`config.mk`:
```
export PLATFORM = sky130hd
export DESIGN_NAME = io_handshake_port_flat
export DESIGN_NICKNAME = d
export VERILOG_FILES = /design/src/rtl/io_handshake_port_if.sv /design/src/rtl/io_handshake_port.sv /design/src/flat_wrapper.sv
export SDC_FILE = /design/constraint.sdc
export NUM_CORES = 1
export LEC_CHECK = 0
export ABC_AREA = 0
export CAP_MARGIN = 20
export CORE_AREA = 2 2 99 101
export DETAILED_ROUTE_END_ITERATION = 7
export DIE_AREA = 0 0 101 103
export HOLD_SLACK_MARGIN = 0.06
export PLACE_DENSITY = 0.76
export SLEW_MARGIN = 10
export SYNTH_ARGS = -nofsm -noshare
export SYNTH_HDL_FRONTEND = slang
export SYNTH_SLANG_ARGS = --single-unit
```
`constraint.sdc`:
```
create_clock -name g_clk -period 3.8 [get_ports g_clk]
set_input_delay 0.76 -clock g_clk [delete_from_list [all_inputs] [get_ports g_clk]]
set_output_delay 0.76 -clock g_clk [all_outputs]
set_load 0.005 [all_outputs]
```
`src/rtl/io_handshake_port_if.sv`:
```
// Processor-side byte I/O handshake bundle: request strobe and byte from the
// processor, acknowledge, byte and interrupt back to it.
interface io_handshake_port_if #(
    parameter int d_width = 8
);
    logic               hs_out;
    logic [d_width-1:0] bus_out;
    logic               hs_in;
    logic [d_width-1:0] bus_in;
    logic               ext_int;

    modport master (
        output hs_out,
        output bus_out,
        input  hs_in,
        input  bus_in,
        input  ext_int
    );

    modport slave (
        input  hs_out,
        input  bus_out,
        output hs_in,
        output bus_in,
        output ext_int
    );
endinterface

```
`src/rtl/io_handshake_port.sv`:
```
// External-side responder for the 4-phase byte handshake: each exchange captures
// one processor byte into RX and hands one TX byte back, with host-side FIFOs.
module io_handshake_port #(
    parameter int d_width    = 8,
    parameter int depth      = 4,
    parameter int int_thresh = 1
) (
    input  logic               g_clk,
    input  logic               g_clr,
    io_handshake_port_if.slave cpu,
    input  logic [d_width-1:0] tx_data,
    input  logic               tx_valid,
    output logic               tx_ready,
    output logic [d_width-1:0] rx_data,
    output logic               rx_valid,
    input  logic               rx_ready,
    output logic [7:0]         xfer_count
);
    localparam int AW = $clog2(depth);
    localparam logic [AW:0] THRESH = (AW+1)'(int_thresh);

    typedef enum logic {IDLE, ACK} state_t;

    state_t             state_q, state_d;
    logic               hs_in_q, hs_in_d;
    logic [d_width-1:0] bus_in_q, bus_in_d;
    logic               ext_int_q, ext_int_d;
    logic [7:0]         xfer_q, xfer_d;

    logic [d_width-1:0] tx_mem_q [depth];
    logic [d_width-1:0] rx_mem_q [depth];
    logic [AW:0]        tx_wr_q, tx_rd_q, rx_wr_q, rx_rd_q;

    logic        tx_full, tx_empty, rx_full, rx_empty;
    logic        fire, tx_push, rx_pop;
    logic [AW:0] tx_cnt, tx_lvl_d;

    assign tx_empty = (tx_wr_q == tx_rd_q);
    assign tx_full  = (tx_wr_q[AW-1:0] == tx_rd_q[AW-1:0]) && (tx_wr_q[AW] != tx_rd_q[AW]);
    assign rx_empty = (rx_wr_q == rx_rd_q);
    assign rx_full  = (rx_wr_q[AW-1:0] == rx_rd_q[AW-1:0]) && (rx_wr_q[AW] != rx_rd_q[AW]);

    // A handshake pop frees a slot in the same cycle, so a full TX still accepts a push then.
    assign tx_ready = !tx_full || fire;
    assign tx_push  = tx_valid && tx_ready;
    assign rx_valid = !rx_empty;
    assign rx_pop   = rx_valid && rx_ready;
    assign rx_data  = rx_mem_q[rx_rd_q[AW-1:0]];

    assign tx_cnt   = tx_wr_q - tx_rd_q;
    assign tx_lvl_d = tx_cnt + (AW+1)'(tx_push) - (AW+1)'(fire);

    always_comb begin
        state_d   = state_q;
        hs_in_d   = hs_in_q;
        bus_in_d  = bus_in_q;
        xfer_d    = xfer_q;
        fire      = 1'b0;
        ext_int_d = (tx_lvl_d >= THRESH);
        unique case (state_q)
            IDLE: begin
                if (cpu.hs_out && !tx_empty && !rx_full) begin
                    fire     = 1'b1;
                    bus_in_d = tx_mem_q[tx_rd_q[AW-1:0]];
                    hs_in_d  = 1'b1;
                    state_d  = ACK;
                end
            end
            ACK: begin
                if (!cpu.hs_out) begin
                    hs_in_d = 1'b0;
                    xfer_d  = xfer_q + 8'd1;
                    state_d = IDLE;
                end
            end
            default: state_d = IDLE;
        endcase
        // fire feeds tx_lvl_d, so recompute now that the FSM has decided.
        ext_int_d = (tx_lvl_d >= THRESH);
    end

    always_ff @(posedge g_clk) begin
        if (g_clr) begin
            state_q   <= IDLE;
            hs_in_q   <= 1'b0;
            bus_in_q  <= '0;
            ext_int_q <= 1'b0;
            xfer_q    <= '0;
            tx_wr_q   <= '0;
            tx_rd_q   <= '0;
            rx_wr_q   <= '0;
            rx_rd_q   <= '0;
        end else begin
            state_q   <= state_d;
            hs_in_q   <= hs_in_d;
            bus_in_q  <= bus_in_d;
            ext_int_q <= ext_int_d;
            xfer_q    <= xfer_d;
            if (tx_push) tx_wr_q <= tx_wr_q + (AW+1)'(1);
            if (fire)    tx_rd_q <= tx_rd_q + (AW+1)'(1);
            if (fire)    rx_wr_q <= rx_wr_q + (AW+1)'(1);
            if (rx_pop)  rx_rd_q <= rx_rd_q + (AW+1)'(1);
        end
    end

    always_ff @(posedge g_clk) begin
        if (tx_push) tx_mem_q[tx_wr_q[AW-1:0]] <= tx_data;
        if (fire)    rx_mem_q[rx_wr_q[AW-1:0]] <= cpu.bus_out;
    end

    assign cpu.hs_in   = hs_in_q;
    assign cpu.bus_in  = bus_in_q;
    assign cpu.ext_int = ext_int_q;
    assign xfer_count  = xfer_q;
endmodule

```
`src/flat_wrapper.sv`:
```
// flat-port wrapper written by rule: the top's interface ports become plain ports
module io_handshake_port_flat 
#(
    parameter int d_width    = 8,
    parameter int depth      = 4,
    parameter int int_thresh = 1
)
  (g_clk, g_clr, tx_data, tx_valid, tx_ready, rx_data, rx_valid, rx_ready, xfer_count, cpu_hs_out, cpu_bus_out, cpu_hs_in, cpu_bus_in, cpu_ext_int);
  io_handshake_port_if #(.d_width(d_width)) cpu_i ();
  input  logic g_clk;
  input  logic g_clr;
  input  logic [d_width-1:0] tx_data;
  input  logic tx_valid;
  output logic tx_ready;
  output logic [d_width-1:0] rx_data;
  output logic rx_valid;
  input  logic rx_ready;
  output logic [7:0] xfer_count;
  input wire logic [$bits(cpu_i.hs_out)-1:0] cpu_hs_out;
  input wire logic [$bits(cpu_i.bus_out)-1:0] cpu_bus_out;
  output wire logic [$bits(cpu_i.hs_in)-1:0] cpu_hs_in;
  output wire logic [$bits(cpu_i.bus_in)-1:0] cpu_bus_in;
  output wire logic [$bits(cpu_i.ext_int)-1:0] cpu_ext_int;
  assign cpu_i.hs_out = cpu_hs_out;
  assign cpu_i.bus_out = cpu_bus_out;
  assign cpu_hs_in = cpu_i.hs_in;
  assign cpu_bus_in = cpu_i.bus_in;
  assign cpu_ext_int = cpu_i.ext_int;
  io_handshake_port #(.d_width(d_width), .depth(depth), .int_thresh(int_thresh)) u_core (.g_clk(g_clk), .g_clr(g_clr), .cpu(cpu_i), .tx_data(tx_data), .tx_valid(tx_valid), .tx_ready(tx_ready), .rx_data(rx_data), .rx_valid(rx_valid), .rx_ready(rx_ready), .xfer_count(xfer_count));
endmodule
```
Word-level counts from Yosys, hierarchy flattened --
Memories as Yosys holds them, arrays and structs flattened. A register that Yosys moved wholly into a read port is not among the register bits. Index checks and enable logic that the tools add are counted.
Operators by class: add/subtract/negate cells 8, multiply operators 0, divide/modulo/power cells 0, order comparisons 1, equality and inequality tests 8, shifts and indexed selects 0, muxes and demuxes 13, bitwise operators 2, reductions and logical operators 14
Operators with widths (number):
- adder 3 x 1 -> 3 bit (second input constant) | 4
- two-way mux 1 bit | 9
- adder 8 x 1 -> 8 bit (second input constant) | 1
- == test 3 bit | 2
- logical AND 1 bit | 6
- AND reduction 2 bit | 3
- == test 2 bit | 2
- logical NOT 1 bit | 4
- two-way mux 2 bit | 2
- one-hot mux 1 bit (2 select lines) | 2
- adder 3 x 1 -> 3 bit | 1
- >= comparator 3 x 1 -> 1 bit (second input constant) | 1
- subtractor 3 x 1 -> 3 bit | 1
- subtractor 3 bit | 1
- != test 1 bit | 2
- != test 2 x 1 -> 1 bit (second input constant) | 1
- != test 2 bit (second input constant) | 1
- inverter 1 bit | 2
- logical OR 1 bit | 1
Storage, ports and cells: flip-flop bits (word level) 23, bits in latches 0, memory bits (writable) 64, memory bits (read-only) 0, bits of input ports 21, output and inout port bits 28, word-level logic and storage cells 56, memories 2
Memories:
- u_core.rx_mem_q | depth 4, bits a word 8, rd ports 1, clocked after memory_dff 1, wr ports 1, line io_handshake_port.sv:31 | logic [d_width-1:0] rx_mem_q [depth];
- u_core.tx_mem_q | depth 4, bits a word 8, rd ports 1, clocked after memory_dff 1, wr ports 1, line io_handshake_port.sv:30 | logic [d_width-1:0] tx_mem_q [depth];

Longest topological paths before layout --
Gate-level depths: netlist of the first run.
depth after elaboration 11, depth in mapped cells 14, gate-level depth less buffers 12

Least setup slack after synthesis of the first run --
No wires, ideal clock.
path type in2reg, start in cpu_hs_out, end reg u_core.ext_int_q (netlist: u_core.cpu.ext_int), data arrival time 2.668 ns, data required time 3.668 ns, setup slack 1.000 ns, stages on the path 12, buffers on the path 1, cells stage by stage nor2b_1 -> clkbuf_1 -> nand2_1 -> o22ai_2 -> fa_1 -> inv_1 -> fa_1 -> inv_1 -> ha_1 -> xnor2_1 -> xnor2_1 -> a21oi_1
Between the ends: cells in the longest elaborated chain, start to end 9
Ends and longest elaborated chain:
- from (decl) | line flat_wrapper.sv:19 | input wire logic [$bits(cpu_i.hs_out)-1:0] cpu_hs_out;
- logical AND 1 bit (2 in series) | line io_handshake_port.sv:62 | if (cpu.hs_out && !tx_empty && !rx_full) begin
- two-way mux 1 bit | line io_handshake_port.sv:62
- two-way mux 1 bit | line io_handshake_port.sv:60 | unique case (state_q)
- logical OR 1 bit | line io_handshake_port.sv:44 | assign tx_ready = !tx_full || fire;
- logical AND 1 bit | line io_handshake_port.sv:45 | assign tx_push = tx_valid && tx_ready;
- via u_core.tx_push | line io_handshake_port.sv:35 | logic fire, tx_push, rx_pop;
- adder 3 x 1 -> 3 bit | line io_handshake_port.sv:51 | assign tx_lvl_d = tx_cnt + (AW+1)'(tx_push) - (AW+1)'(fire);
- subtractor 3 x 1 -> 3 bit | line io_handshake_port.sv:51
- >= comparator 3 x 1 -> 1 bit
- to (signal assigned) | line io_handshake_port.sv:97 | ext_int_q <= ext_int_d;
- to (decl) | line io_handshake_port.sv:27 | logic ext_int_q, ext_int_d;
The timed path passes the listed nets, and every way through them passes these cells. A chain may end at the register's enable or synchronous reset.

Worst setup path in the final report of the first run --
start in cpu_hs_out, end out tx_ready
Between the ends: cells in the longest elaborated chain, start to end 5
Ends and longest elaborated chain:
- logical AND 1 bit (2 in series) | line io_handshake_port.sv:62
- two-way mux 1 bit | line io_handshake_port.sv:62
- two-way mux 1 bit | line io_handshake_port.sv:60
- logical OR 1 bit | line io_handshake_port.sv:44
- to (decl) | line flat_wrapper.sv:14 | output logic tx_ready;
Every way passes these cells.

==> results of run 1 <==
synth_stat cells (3+ instances only):
library cell / n / share of area (%)
nand2b_1: 4 / 0.61
and2_1: 6 / 0.92
xnor2_1: 9 / 1.9
o31ai_1: 14 / 2.6
mux4_1: 3 / 1.9
a21oi_1: 16 / 2.0
mux4_2: 13 / 7.1
nand2_1: 6 / 0.55
buf_2: 4 / 0.49
edfxtp_1: 64 / 47
clkbuf_1: 9 / 0.82
mux2i_1: 3 / 0.73
nand4_1: 16 / 2.4
nand3_1: 4 / 0.49
and3_1: 3 / 0.46
nor2_1: 17 / 1.6
xor2_1: 10 / 2.1
mux2_2: 3 / 0.82
inv_1: 9 / 0.82
nor2b_1: 4 / 0.61
ha_1: 13 / 4.0
dfxtp_1: 33 / 16
worst reg2reg max path, cell delays in order (launching register included):
cell     delay (ps)
dfxtp_1         330
buf_4           240
xnor2_1         120
and3_1          370
nor3_1          300
inv_1           120
fa_1            390
inv_1            70
fa_1            400
inv_1            60
ha_1            160
xnor2_1         140
xnor2_1         150
a21oi_1          80
state kept, by name (all words and copies together), names as in the netlist, named ones only:
signal	cells
u_core.tx_rd_q	3
u_core.rx_mem_q	32
u_core.tx_mem_q	32
u_core.cpu.ext_int	1
u_core.xfer_count	8
u_core.cpu.hs_in	1
u_core.rx_wr_q	3
u_core.rx_rd_q	3
u_core.state_q	1
u_core.cpu.bus_in	8
u_core.tx_wr_q	3
cell families (layout without fill, tap and decap cells):
group                    Yosys count  after routing  synth area share [%]
AO/OA/AOI/OAI                     34             34                  5.32
flip-flops                        97             97                  63.1
multiplexers                      22             22                  10.6
buffers and inverters             26             82                  2.72
adder cells (fa/ha/maj)           15             15                  4.95
XOR/XNOR                          20             20                  4.46
AND/OR/NAND/NOR                   66             66                  8.86
worst max path at each step:
stage	slack, ps	from	endpoint	cells after the start
final	660	cpu_hs_out	tx_ready	5
after global routing	360	u_core.tx_rd_q[0]	u_core.cpu.ext_int	13
after CTS	650	cpu_hs_out	tx_ready	5
after detailed placement	370	cpu_hs_out	u_core.cpu.ext_int	12
after global placement	490	cpu_hs_out	u_core.cpu.ext_int	12
after floorplan	1000	cpu_hs_out	u_core.cpu.ext_int	12
metal layers:
metal	share of wire (%)	global-route usage [%]
met1	44	18.1
met2	51	26.4
met3	3.5	2.92
met4	1.5	5.93
met5	0	0
metrics by stage:
step	hold WS, ps	instance area, sq um
finish	473	4910
CTS	473	4910
global placement	456	4710
floorplan	465	4100
global route	494	4910
detailed placement	459	4710
cell type report:
type	count	area (sq um)	area share [%]
flip-flops and latches	97	2580	52.6
multi-input cells	157	1400	28.5
repair buffers	57	548	11.2
well taps	114	143	2.91
clock buffers	9	124	2.52
clock inverters	7	77.6	1.58
inverters	9	33.8	0.688
where the power goes:
part,switching [mW],internal [mW]
Sequential,0.0650,1.22
Combinational,0.252,0.298
Clock,0.367,0.311
Total,0.684,1.83
==> flow_metrics.env, run 1 <==
export IMPL_dp_hpwl_um=4870
export IMPL_irDropWorstVdd_v=0.000263
export IMPL_fin_util_pct=51.9
export IMPL_required_ps=3040
export IMPL_power_mw=2.51
export IMPL_critPathBufInv=3
export IMPL_synth_distinct_cells=36
export IMPL_dp_cells=434
export IMPL_finClkSkew_ps=4.71
export IMPL_final_hold_violation_count=0
export IMPL_wirelength_um=7270
export IMPL_diodes=0
export IMPL_worst_slew_pin_slew_ps=831
export IMPL_synth_ff_type="edfxtp_1"
export IMPL_num_rows=36
export IMPL_num_vias=2379
export IMPL_ys_ff_latch=97
export IMPL_grt_setup_unrepaired="no"
export IMPL_yosys_warnings=0
export IMPL_synthArstFlopShare_pct=0
export IMPL_r2r_start="u_core.tx_rd_q[0]"
export IMPL_status="finished, final reports clean"
export IMPL_syn_nets=316
export IMPL_tns_ps=0
export IMPL_final_period_utilization_pct=82.6
export IMPL_cpMaxStageDelayCell="clkdlybuf4s50_1"
export IMPL_cts_tree="built"
export IMPL_holdPathEnd="u_core.cpu.bus_in[1]"
export IMPL_numCtsBuffers=9
export IMPL_finalCriticalPeriod_ps=3140
export IMPL_avgSynthCellArea_sq_um=14.6
export IMPL_drt_pass1_iterations=4
export IMPL_fp_dieW_um=101
export IMPL_grt_max_degree=24
export IMPL_grt_overflow=0
export IMPL_gp_congestion=0.715
export IMPL_die_area_sq_um=10400
export IMPL_fin_ws_ps=662
export IMPL_syn_inst=280
export IMPL_drtIter0Drc=59
export IMPL_postCtsResizedCells=0
export IMPL_crit_top_cell="clkdlybuf4s50_1"
export IMPL_cap_violations=0
export IMPL_critPathTopFamily="buffers and inverters"
export IMPL_start_kind="primary input"
export IMPL_pre_cts_slack_ps=373
export IMPL_h_tree_depth=3
export IMPL_netlist_area_sq_um=4100
export IMPL_r2r_end="u_core.cpu.ext_int"
export IMPL_final_nets=367
export IMPL_min_path_cells=2
export IMPL_min_from="u_core.cpu.bus_in[1]"
export IMPL_fill_cells=818
export IMPL_fmax_mhz=319
export IMPL_critPathKind="in -> out"
export IMPL_syn2layout_area_growth_pct=19.9
export IMPL_setup_viol_count_final=0
export IMPL_cp_cell_sequence="clkdlybuf4s50_1 > nand2b_1 > buf_4 > o21ai_0 > clkdlybuf4s50_1"
export IMPL_clkLatencyLatePin_ps=350
export IMPL_drc=0
export IMPL_portBuffers=48
export IMPL_die_h_um=103
export IMPL_pwr_density_cell_nw_per_um2=512
export IMPL_slew_headroom_pct=44.4
export IMPL_start_util_pct=43.3
export IMPL_critical_path_endpoint_type="output port"
export IMPL_slew_violations=0
export IMPL_layout_commonest_cell="edfxtp_1"
export IMPL_ys_seq_area_share_pct=63.1
export IMPL_max_stage_delay_ps=560
export IMPL_synth_edf_count=64
export IMPL_final_cell_mix="64 x edfxtp_1, 48 x clkdlybuf4s50_1, 33 x dfxtp_1"
export IMPL_crit_arrival_ps=2380
export IMPL_grt_antenna_before_repair=0
export IMPL_core_area_sq_um=9460
export IMPL_final_cells=450
export IMPL_pin_count=49
export IMPL_cts_hold_buf=0
export IMPL_p_leak_nw=1.71
export IMPL_grtUsageTotal_pct=14.9
export IMPL_drive_above_1_share_pct=13.1
export IMPL_cts_setup_buffers=0
export IMPL_root_buffer="clkbuf_8"
export IMPL_clock_sinks=97
export IMPL_hold_path_class="reg -> reg"
export IMPL_first_global_vias=2370
export IMPL_r2r_cells=13
export IMPL_grt_pass1_wl_um=11600
export IMPL_final_antenna_net_count=0
export IMPL_clk_pin_slew_ps=90
export IMPL_cts_buffer_depth=2
export IMPL_cp_max_fo=13
export IMPL_routed_via_density=5.29
export IMPL_reg2reg_slack_ps=720
export IMPL_wire_per_inst_um=16.1
(Power assumes the default switching activity.)
==> inputs of run 2 (changes only) <==
PLACE_DENSITY = 0.79   (was 0.76)
clock period = 2.7 ns   (was 3.8 ns; I/O delays follow)
==> flow_metrics.env, run 2 (synthesized netlist as in run 1, its figures left out) <==
export IMPL_status="finished, final reports clean"
export IMPL_regArea_sq_um=2590
export IMPL_h_tree_depth=3
export IMPL_multiInputGateArea_sq_um=1450
export IMPL_p_leak_nw=1.82
export IMPL_cap_violations=0
export IMPL_cts_buffer_depth=2
export IMPL_final_antenna_net_count=0
export IMPL_fin_hold_ws_ps=473
export IMPL_first_global_vias=2503
export IMPL_wirelength_um=7640
export IMPL_die_h_um=103
export IMPL_crit_arrival_ps=2840
export IMPL_num_vias=2472
export IMPL_die_area_sq_um=10400
export IMPL_fill_cells=783
export IMPL_pwr_density_cell_nw_per_um2=722
export IMPL_critical_path_endpoint_type="flip-flop"
export IMPL_core_area_sq_um=9460
export IMPL_required_ps=2940
export IMPL_grt_pass1_wl_um=12100
export IMPL_fin_ws_ps=95.1
export IMPL_hold_path_class="reg -> reg"
export IMPL_final_period_utilization_pct=96.5
export IMPL_drtIter0Drc=100
export IMPL_start_util_pct=43.3
export IMPL_final_hold_violation_count=0
export IMPL_slew_headroom_pct=56.4
export IMPL_dp_hpwl_um=5200
export IMPL_finalCriticalPeriod_ps=2600
export IMPL_diodes=0
export IMPL_grt_overflow=0
export IMPL_grt_antenna_before_repair=0
export IMPL_drive_above_1_share_pct=20.7
export IMPL_irDropWorstVdd_v=0.000360
export IMPL_fmax_mhz=384
export IMPL_slew_violations=0
export IMPL_cts_hold_buf=0
export IMPL_cts_tree="built"
export IMPL_finClkSkew_ps=10.2
export IMPL_grt_max_degree=19
export IMPL_routed_via_density=5.30
export IMPL_fp_dieW_um=101
export IMPL_fin_util_pct=54.0
export IMPL_worst_slew_pin_slew_ps=653
export IMPL_final_cell_mix="64 x edfxtp_1, 47 x clkdlybuf4s50_1, 28 x dfxtp_1"
export IMPL_root_buffer="clkbuf_8"
export IMPL_wire_per_inst_um=16.4
export IMPL_final_nets=383
export IMPL_clk_pin_slew_ps=90
export IMPL_critPathKind="reg -> reg"
export IMPL_layout_commonest_cell="edfxtp_1"
export IMPL_pre_cts_slack_ps=-356
export IMPL_clock_sinks=97
export IMPL_syn2layout_area_growth_pct=24.7
export IMPL_portBuffers=48
export IMPL_cp_max_fo=3
export IMPL_grtUsageTotal_pct=15.5
export IMPL_gp_congestion=0.787
export IMPL_num_rows=36
export IMPL_grt_setup_unrepaired="yes"
export IMPL_clkLatencyLatePin_ps=370
export IMPL_postPlaceCellArea_sq_um=4830
export IMPL_drt_pass1_iterations=4
export IMPL_fin_area_sq_um=5110
export IMPL_pin_count=49
export IMPL_numCtsBuffers=9
export IMPL_start_kind="flip-flop"
export IMPL_setup_viol_count_final=0
export IMPL_drc=0
-- run 2: cell count changes in the layout (fill, tap and decap cells not counted), moves of 2 or more --
cell      previous run  this run
dfxtp_2              0         5
clkinv_4             2         0
buf_4                9        25
dfxtp_1             33        28
xnor2_2              0         3
xnor2_1              9         6
inv_6                1         4
clkinv_2             2         0
-- run 2: power by group --
part / switching [mW] / total, mW / internal, mW / leakage [nW]
sequential: 0.0663 / 1.79 / 1.72 / 0.856
combinational: 0.416 / 0.895 / 0.479 / 0.852
clock: 0.532 / 1.01 / 0.474 / 0.111
total: 1.01 / 3.69 / 2.67 / 1.82
-- run 2: critical path, cell delays in order, from the launching register on --
cell,delay [ps]
dfxtp_1,340
xnor2_1,240
and3b_2,280
o22ai_2,110
fa_1,420
inv_1,70
fa_1,410
inv_1,70
ha_1,150
xnor2_1,140
xnor2_1,150
a21oi_1,80
-- run 2: final timing paths --
check	slack (ps)	cells after the start	start	to
worst max-delay path	100	11	u_core.tx_wr_q[1]	u_core.cpu.ext_int
worst min-delay path	470	2	u_core.cpu.hs_in	u_core.cpu.hs_in
worst max register to register	100	11	u_core.tx_wr_q[1]	u_core.cpu.ext_int
worst min register to register	470	2	u_core.cpu.hs_in	u_core.cpu.hs_in
-- run 2: through the flow --
stage | cells | power (mW) | TNS, ps
finish | 466 | 3.69 | 0
global route | 466 | 3.87 | -52.8
CTS | 465 | 3.70 | 0
detailed placement | 449 | 2.69 | -356
global placement | 449 | 2.66 | -257
floorplan | 280 | 2.31 | 0
-- run 2: layout make-up --
type,instances,share of cell area [%]
inverter,9,0.662
clock inverter,6,1.59
timing repair buffer,73,13.1
multi-input combinational,157,28.4
clock buffer,10,2.70
tap,114,2.79
sequential,97,50.7
-- run 2: what timing repair did --
| item | CTS | global route |
|---|---|---|
| buffers inserted | 0 | 1 |
| setup endpoints to repair | 1 | 2 |
| pin swaps | 0 | 4 |
| resized for setup | 1 | 14 |
-- run 2: metal layers --
layer  GRT usage [%]  wire (um)
met5               0          0
met4            6.13        112
met3            4.07        305
met2            27.6       4020
met1            18.0       3200
==> inputs of run 3 (changes only) <==
==> constraint.sdc (replaced) <==
create_clock -name g_clk -period 2.7 [get_ports g_clk]
set_input_delay 0.54 -clock g_clk [delete_from_list [all_inputs] [get_ports g_clk]]
set_output_delay 0.54 -clock g_clk [all_outputs]
set_load 0.02 [all_outputs]
==> flow_metrics.env, run 3 (synthesized netlist as in run 1, its figures left out) <==
export IMPL_status="finished, final reports clean"
export IMPL_die_area_sq_um=10400
export IMPL_final_antenna_net_count=0
export IMPL_finClkSkew_ps=12.3
export IMPL_fill_cells=796
export IMPL_layout_commonest_cell="edfxtp_1"
export IMPL_grt_max_degree=18
export IMPL_numCtsBuffers=9
export IMPL_pwr_density_cell_nw_per_um2=713
export IMPL_portBuffers=48
export IMPL_root_buffer="clkbuf_8"
export IMPL_worst_slew_pin_slew_ps=662
export IMPL_grt_antenna_before_repair=0
export IMPL_irDropWorstVdd_v=0.000431
export IMPL_clock_sinks=97
export IMPL_regArea_sq_um=2600
export IMPL_hold_path_class="reg -> reg"
export IMPL_syn2layout_area_growth_pct=24.0
export IMPL_critPathKind="reg -> out"
export IMPL_r2r_start="u_core.rx_wr_q[2]"
export IMPL_grt_overflow=0
export IMPL_final_cell_mix="64 x edfxtp_1, 45 x clkdlybuf4s50_1, 27 x dfxtp_1"
export IMPL_postPlaceCellArea_sq_um=4820
export IMPL_setup_viol_count_final=0
export IMPL_drive_above_1_share_pct=21.0
export IMPL_die_h_um=103
export IMPL_cts_buffer_depth=2
export IMPL_busiest_layer="met2"
export IMPL_final_period_utilization_pct=95.9
export IMPL_dp_cells=448
export IMPL_start_kind="flip-flop"
export IMPL_fp_dieW_um=101
export IMPL_drc=0
export IMPL_crit_arrival_ps=2050
export IMPL_p_leak_nw=1.81
export IMPL_power_mw=3.62
export IMPL_cts_tree="built"
export IMPL_tns_ps=0
export IMPL_cts_hold_buf=0
export IMPL_diodes=0
export IMPL_routed_via_density=5.32
export IMPL_multiInputGateArea_sq_um=1460
export IMPL_met3_usage_pct=4.95
export IMPL_slew_headroom_pct=55.8
export IMPL_num_rows=36
export IMPL_pin_count=49
export IMPL_fin_area_sq_um=5080
export IMPL_final_nets=384
export IMPL_slew_violations=0
export IMPL_num_vias=2485
export IMPL_grt_pass1_wl_um=11800
export IMPL_gp_congestion=0.789
export IMPL_drtIter0Drc=118
export IMPL_grtUsageTotal_pct=15.2
export IMPL_clkLatencyLatePin_ps=360
export IMPL_wire_per_inst_um=16.3
export IMPL_cap_violations=0
export IMPL_start_util_pct=43.3
export IMPL_final_hold_violation_count=0
export IMPL_grtUsageMet1_pct=17.1
export IMPL_h_tree_depth=3
export IMPL_core_area_sq_um=9460
export IMPL_dp_hpwl_um=5190
export IMPL_first_global_vias=2451
export IMPL_clk_pin_slew_ps=90
export IMPL_final_cells=467
export IMPL_fmax_mhz=386
export IMPL_use_met2_pct=27.2
export IMPL_cp_max_fo=6
export IMPL_required_ps=2160
export IMPL_critical_path_endpoint_type="output port"
export IMPL_wirelength_um=7600
export IMPL_min_from="u_core.cpu.hs_in"
export IMPL_drt_pass1_iterations=4
export IMPL_finalCriticalPeriod_ps=2590
## run 3: cell count changes in the layout (fill, tap and decap cells not counted), sizes merged
cell | before | now
clkbuf | 10 | 9
dlymetal6s2s | 1 | 2
dlygate4sd2 | 0 | 1
clkinv | 1 | 5
bufinv | 1 | 0
inv | 13 | 10
buf | 25 | 26
clkinvlp | 0 | 1
clkdlybuf4s50 | 47 | 45
## run 3: report_power, final
group / internal [mW] / switching (mW)
clock network: 0.333 / 0.495
logic: 0.494 / 0.508
registers: 1.72 / 0.0721
total: 2.55 / 1.07
## run 3: path summary, 6_finish.rpt
path,end,slack [ps],cells past startpoint
worst max-delay path,rx_data[5],110,3
worst min-delay path,u_core.cpu.hs_in,480,2
worst max register to register,u_core.cpu.ext_int,160,12
worst min register to register,u_core.cpu.hs_in,480,2
## run 3: what timing repair did
item,4_1_cts,5_1_grt
endpoints found under the setup margin,1,2
cloned,0,0
setup buffers,0,3
gates resized for setup,2,18
pin swaps,0,5
## run 3: cell type report
cell class	count	area share, %
Sequential cell	97	51.2
Multi-Input combinational cell	157	28.7
Timing Repair Buffer	74	13.4
Tap cell	114	2.81
Clock buffer	9	2.44
Clock inverter	7	0.887
Inverter	9	0.665
## run 3: layer usage
| layer | routed length (um) | vias up |
|---|---|---|
| met5 | 0 | - |
| met2 | 4040 | 66 |
| li1 | - | 1188 |
| met4 | 90 | 0 |
| met1 | 3110 | 1221 |
| met3 | 369 | 10 |
## run 3: through the flow
stage                     hold slack (ps)  setup slack (ps)  utilization, %
after CTS                             478              47.5            52.8
after global placement                460              -259            50.9
after global routing                  494             -8.04            53.7
after detailed placement              463              -329            50.9
after floorplan                       465              54.9               -
final                                 478               111            53.7
## run 3: worst max-delay path: stages, from the launching register on
cell             delay (ps)
dfxtp_1                 410
buf_4                   220
mux4_2                  510
clkdlybuf4s50_1         550
